$ cat config.mk
export PLATFORM = sky130hd
export DESIGN_NAME = regfile_32x64
export DESIGN_NICKNAME = d
export VERILOG_FILES = /design/src/rtl/regfile_pkg.sv /design/src/rtl/regfile_32x64_reg_en.sv /design/src/rtl/regfile_32x64.sv
export SDC_FILE = /design/constraint.sdc
export NUM_CORES = 2
export LEC_CHECK = 0
export BUFFER_PORTS_ARGS = -buffer_cell sky130_fd_sc_hd__buf_2
export CAP_MARGIN = 5
export CORE_ASPECT_RATIO = 1.25
export CORE_UTILIZATION = 62
export CTS_BUF_LIST = sky130_fd_sc_hd__clkbuf_8 sky130_fd_sc_hd__clkbuf_16
export CTS_CLUSTER_SIZE = 20
export DETAILED_ROUTE_END_ITERATION = 8
export HOLD_SLACK_MARGIN = 0.05
export PLACE_DENSITY_LB_ADDON = 0.05
export SLEW_MARGIN = 20
export SYNTH_ARGS = -nofsm -noshare
export SYNTH_HDL_FRONTEND = slang
export SYNTH_SLANG_ARGS = --single-unit
$ cat constraint.sdc
create_clock -name clk -period 77.5 [get_ports clk]
set_input_delay 3.875 -clock clk [delete_from_list [all_inputs] [get_ports clk]]
set_output_delay 3.875 -clock clk [all_outputs]
set_load 0.02 [all_outputs]
$ cat src/rtl/regfile_pkg.sv
// Shared constants and types for the LEGv8 architectural register file.
package regfile_pkg;

  localparam int unsigned WIDTH    = 64;
  localparam int unsigned ADDR_W   = 5;
  localparam int unsigned NUM_REGS = 1 << ADDR_W;
  localparam int unsigned ZERO_REG = 31;

  typedef logic [ADDR_W-1:0] reg_addr_t;
  typedef logic [WIDTH-1:0]  reg_data_t;

endpackage

$ cat src/rtl/regfile_32x64_reg_en.sv
// reg_en: WIDTH-bit enabled register.
// Each bit is a 2:1 feedback mux (select = en) into an async-reset DFF.
//   clk   : rising-edge clock
//   reset : asynchronous, active-high clear
//   en    : load enable
//   d     : data to load
//   q     : stored value
module reg_en
  import regfile_pkg::*;
(
  input  logic             clk,
  input  logic             reset,
  input  logic             en,
  input  logic [WIDTH-1:0] d,
  output logic [WIDTH-1:0] q
);

  logic [WIDTH-1:0] nxt;

  // Per-bit hold/load mux.
  for (genvar b = 0; b < int'(WIDTH); b++) begin : g_bit
    assign nxt[b] = en ? d[b] : q[b];
  end

  // Storage flops.
  always_ff @(posedge clk or posedge reset) begin
    if (reset) begin
      q <= '0;
    end else begin
      q <= nxt;
    end
  end

endmodule

$ cat src/rtl/regfile_32x64.sv
// regfile_32x64: 32 x 64-bit LEGv8 register file.
// Two combinational read ports, one synchronous write port, X31 reads zero.
//   clk           : rising-edge clock
//   reset         : asynchronous, active-high; clears all registers
//   RegWrite      : write enable
//   WriteRegister : destination index
//   WriteData     : data to write
//   ReadRegister1 : read port 1 index (ReadData1 feeds ALU A)
//   ReadRegister2 : read port 2 index (ReadData2 feeds ALUSrc mux)
//   ReadData1/2   : combinational read data, no write bypass
module regfile_32x64
  import regfile_pkg::*;
(
  input  logic              clk,
  input  logic              reset,
  input  logic              RegWrite,
  input  logic [ADDR_W-1:0] WriteRegister,
  input  logic [WIDTH-1:0]  WriteData,
  input  logic [ADDR_W-1:0] ReadRegister1,
  input  logic [ADDR_W-1:0] ReadRegister2,
  output logic [WIDTH-1:0]  ReadData1,
  output logic [WIDTH-1:0]  ReadData2
);

  // Mux tree nodes: 32 leaves, then 16, 8, 4, 2, 1 (root at the last index).
  localparam int unsigned NODES = 2 * NUM_REGS - 1;

  reg_data_t q    [NUM_REGS];
  reg_data_t tree [2][NODES];
  reg_addr_t raddr[2];

  assign raddr[0] = ReadRegister1;
  assign raddr[1] = ReadRegister2;

  // Decoder + storage; the zero register has no flops, only a constant leaf.
  for (genvar i = 0; i < int'(NUM_REGS); i++) begin : g_reg
    if (i == int'(ZERO_REG)) begin : g_zero
      assign q[i] = '0;
    end else begin : g_store
      logic en;
      // Gating by RegWrite keeps an unknown address harmless when idle.
      assign en = RegWrite & (WriteRegister == ADDR_W'(i));
      reg_en u_reg (
        .clk   (clk),
        .reset (reset),
        .en    (en),
        .d     (WriteData),
        .q     (q[i])
      );
    end
  end

  // Read mux trees: 5 levels of 2:1 muxes, address bits consumed LSB-first.
  for (genvar p = 0; p < 2; p++) begin : g_port
    for (genvar n = 0; n < int'(NUM_REGS); n++) begin : g_leaf
      assign tree[p][n] = q[n];
    end
    for (genvar l = 0; l < int'(ADDR_W); l++) begin : g_lvl
      localparam int unsigned BASE = 2 * NUM_REGS - ((2 * NUM_REGS) >> l);
      localparam int unsigned NEXT = 2 * NUM_REGS - ((2 * NUM_REGS) >> (l + 1));
      for (genvar n = 0; n < int'(NUM_REGS >> (l + 1)); n++) begin : g_mux
        assign tree[p][NEXT + n] = raddr[p][l] ? tree[p][BASE + 2 * n + 1]
                                               : tree[p][BASE + 2 * n];
      end
    end
  end

  assign ReadData1 = tree[0][NODES - 1];
  assign ReadData2 = tree[1][NODES - 1];

endmodule
After elaboration in Yosys (flattened, before gate mapping)
Index checks and enable logic that the tools add are counted.

word-level totals
  input bits = 82
  bits in registers = 1984
  output and inout port bits = 128

operators by class
  reduce and logical (&&, ||, !) cells = 1
  eq/ne operators = 30
  bitwise operators = 31
  mux-type cells = 62

operator list
  kind                                                 number
  two-way mux 64 bit                                   62
  equality test 5 bit, second input constant           15
  equality test 5 x 4 -> 1 bit, second input constant  8
  AND 1 bit                                            31
  equality test 5 x 3 -> 1 bit, second input constant  4
  equality test 5 x 2 -> 1 bit, second input constant  2
  equality test 5 x 1 -> 1 bit, second input constant  1
  logical NOT 5 bit                                    1

Depth between registers and ports, before layout
  depth in word-level cells = 5
  gate-level depth with buffers = 8
  gate-level depth less buffers = 4

Cells and area by module
From an unflattened synthesis, not the netlist that was laid out.

unflattened totals
  cells, all modules = 7318
  area total of the unflattened synthesis = 115893.7 µm²

by module, submodules not included
  module         cells each  area each (µm²)  times used  seq. area each (µm²)
  reg_en         136         2682.6           31          1601.5
  regfile_32x64  3102        32733.9          1           0.0

Least setup slack after synthesis
No wires, ideal clock.

  path type = input to output
  from = input ReadRegister1[4]
  to = output ReadData1[1]
  required time = 73625 ps
  setup slack = 68052 ps
  buffers on the path = 4
  cell stages on the path = 7
  arrival = 5573 ps
  path through = buf_2 -> buf_2 -> buf_2 -> nand3_1 -> clkbuf_1 -> o22ai_1 -> a211oi_1

between the ends
  word-level cells in the longest chain between the ends = 1

ends and longest elaborated chain
  item                RTL line             source
  start: declaration  regfile_32x64.sv:19  input logic [ADDR_W-1:0] ReadRegister1,
  two-way mux 64 bit  regfile_32x64.sv:62  assign tree[p][NEXT + n] = raddr[p][l] ? tree[p][BASE + 2 * n + 1]
  end: declaration    regfile_32x64.sv:21  output logic [WIDTH-1:0] ReadData1,

No other way between the ends.

Worst setup path in the final report
  from = input ReadRegister1[0]
  to = output ReadData1[60]

between the ends
  word-level cells in the longest chain between the ends = 5
  elaborated cells between the ends (all ways) = 31
  those cells by class = mux: 31

ends and longest elaborated chain
  item                             RTL line
  two-way mux 64 bit (4 in a row)  regfile_32x64.sv:62
  two-way mux 64 bit *             regfile_32x64.sv:62

Every way passes the cells marked *; elsewhere a longest branch is shown, timed or not.

==> results by group <==
Synth
  – Mean Syn Cell Area: between 10 and 15 um^2
  – Synth Area in Compound Gates: 0.0657
  – Synth Area in Simple Gates: 0.0184
  – Cell Area, Synth: 104000 um^2
  – Largest family of logic cells by synthesized area: multiplexers
  – Post-synth EDFFs: 0
  – Sequential area share after synthesis: 0.476
  – Synth area leaders: dfrtp_1 (48%), mux2_2 (20%), mux4_2 (15%)
  – Synth top area share: 0.476
  – Post-synthesis xor/xnor area fraction: 0
  – Synth Register Bits: ~2.0k
  – Synth cell types: 36
  – Yosys warning count: 0
  – Post-Syn Instances: around 7.4k
  – Post-synth ARST share: 1.00
  – Cell taking the most area after synthesis: dfrtp_1
  – Mux cell area share after synthesis: 0.402
  – Syn_nets: about 7.4k
  – Adder-cell share of the synthesized area: 0
  – Most used DFF post-synth: dfrtp_1

Pwr
  – Peak supply drop: 0.0000253 V
  – NetSw: roughly 0.83 mW
  – Internal power: 2.17 mW
  – Combinational Power Share: 0.201
  – Pwr dens: between 20 and 30 nW/um^2
  – Sequential power share: 0.463
  – Pleak: around 50 nW
  – Switching part of the total: 0.278
  – Clock Power Share: 0.336

Floorplan
  – Full die area: 170000 um^2
  – Core area: approximately 170000 um^2
  – Initial Utilization: 0.627
  – IO Pins: 210
  – Rows: ~170
  – Die width: about 370 um
  – Die Y: about 460 um

Critical path
  – CP max FO: around 110
  – CP Class: in -> out
  – Data arrival, critical path: 9.37 ns
  – CP endpoint kind: primary output
  – WP data required: approximately 74 ns
  – CP startpoint kind: primary input

Global routing
  – Vias in the first global route: around 70k
  – Initial antenna violation count: 30
  – First-pass GRT wire length: 496000 um
  – Gr usage total: 0.403
  – Largest net degree at the start of global routing: 179
  – Global route overflow: 0

Drt
  – Antenna-violating nets left: 0
  – Drt total wl: ~340000 um
  – Starting DRT DRC Count: between 8k and 9k
  – First drt pass iteration count: 6
  – DRC viols: 0
  – Wirelength per Cell: around 36 um
  – Total number of vias: around 70k
  – Via density: about 7.4

Worst hold path
  – Worst min path class: reg -> reg

STA
  – WHS: slightly above 0.5 ns
  – Period utilization: 0.171
  – Fin. Hold Viols: 0
  – Max Freq: 0.0755 GHz
  – Post-route minimum period: around 13 ns
  – Final slew viol count: 0
  – Rel. slew slack: 0.129
  – Setup violations, final: 0
  – RSZ-0062 raised after global routing: false
  – Setup TNS: 0 ns
  – Worst Skew: 0 ns
  – Worst slew pin tran: 1.31 ns

Clock tree
  – Clock Tree Root: clkbuf_16
  – CTS Hold Bufs: 0
  – Setup Buffers After CTS: 0
  – Clock Latency Late Sink: between 0.8 and 0.9 ns
  – CTS tree: built
  – H-tree levels: 4
  – Clock Sinks: just under 2k
  – CTS Buf Count: approximately 200
  – Clk slew on worst S/H paths: 0.06 ns
  – Post-cts repair resize count: 0
  – Max clock buf depth: 3

Place
  – DP HPWL: 176000 um
  – Area after DPL: about 110000 um^2
  – # port buffers: between 200 and 250
  – Routability congestion estimate: between 0.8 and 0.9

Outcome
  – Status: complete, no violations

Finish
  – Largest register FFs: 1984
  – Most frequent cells in the layout: dfrtp_1 (1984), mux2_2 (1850), mux4_2 (704), mux2i_1 (512), a22oi_1 (314)
  – Fraction of layout cells with a size suffix above 1: 0.452
  – Biggest register: g.g_store.u_reg.q
  – Final nets: around 7k
  – Reg area: a little under 50000 um^2
  – Area of the multi-input gates: between 50000 and 60000 um^2
  – Design Area, Final: between 100000 and 150000 um^2
  – Fill cell count: around 12k
  – Commonest non-fill, non-tap cell in the layout: dfrtp_1
  – Largest registers: g.g_store.u_reg.q (1984)
  – Layout area overhead: 8.40%

Run
  – Max_cap viols: 0
worst max-delay path, cell delays in order:
cell      delay (ns)
buf_8           0.39
buf_12          0.63
buf_4           0.83
buf_4           0.75
buf_4           0.71
mux4_2          0.33
a22oi_1         0.09
a211oi_1        1.08
buf_2           0.33
layer usage:
layer	vias to the layer above	global-route usage	routed length [um]
met3	994	0.104	36800
met4	32	0.153	14900
li1	27700	-	-
met5	-	0	196
met1	37600	0.559	132000
met2	4007	0.614	154000
Yosys cell counts, types with 69 or more instances:
master and number:
mux2i_1 512, o22ai_1 130, mux2_2 1850, dfrtp_1 1984, mux4_2 704, clkbuf_1 433
inv_1 127, nand3_1 69, a22oi_1 314, o211ai_1 126, nand2_1 211, o21ai_0 125
o221ai_1 126, buf_2 337
per-stage QoR:
step / util / setup WS (ns) / power, mW / cells
global route: 0.680 / 64.20 / 3.12 / 9462
detailed placement: 0.639 / 64.43 / 2.00 / 9095
global placement: 0.638 / 64.42 / 1.97 / 9094
finish: 0.680 / 64.25 / 3.00 / 9464
floorplan: - / 17.59 / 1.84 / 7353
CTS: 0.679 / 64.41 / 3.00 / 9460
layout make-up:
type                       count  share of cell area
clock buffer                 251              0.0512
clock inverter               114             0.00908
timing repair buffer         352              0.0202
multi-input combinational   4436               0.452
antenna                        3           0.0000664
inverter                     127             0.00431
sequential                  1984               0.439
tap                         2197              0.0243
power by group through the flow:
stage               registers, mW  clock network (mW)  logic, mW
finish                       1.39                1.01      0.603
global route                 1.42                1.06      0.642
CTS                          1.39                1.02      0.599
detailed placement           1.40                   0      0.596
global placement             1.39                   0      0.579
floorplan                    1.36                   0      0.478
logic make-up after synthesis:
kind of cell / after synthesis
AO/OA/AOI/OAI: 955
AND/OR/NAND/NOR: 406
flip-flops: 1984
multiplexers: 3075
buffers and inverters: 933
path summary, 6_finish.rpt:
check	start	to	slack (ns)	cells after the start
min	g_reg[17].g_store.u_reg.q[43]	g_reg[17].g_store.u_reg.q[43]	0.52	1
max in group asynchronous	reset	g_reg[10].g_store.u_reg.q[40]	70.27	6
min reg2reg	g_reg[17].g_store.u_reg.q[43]	g_reg[17].g_store.u_reg.q[43]	0.52	1
max	ReadRegister1[0]	ReadData1[60]	64.25	9
max reg2reg	g_reg[17].g_store.u_reg.q[27]	g_reg[17].g_store.u_reg.q[27]	76.69	1
min in group asynchronous	reset	g_reg[18].g_store.u_reg.q[5]	3.23	2
Note: power is estimated with default switching activity, not from simulation.
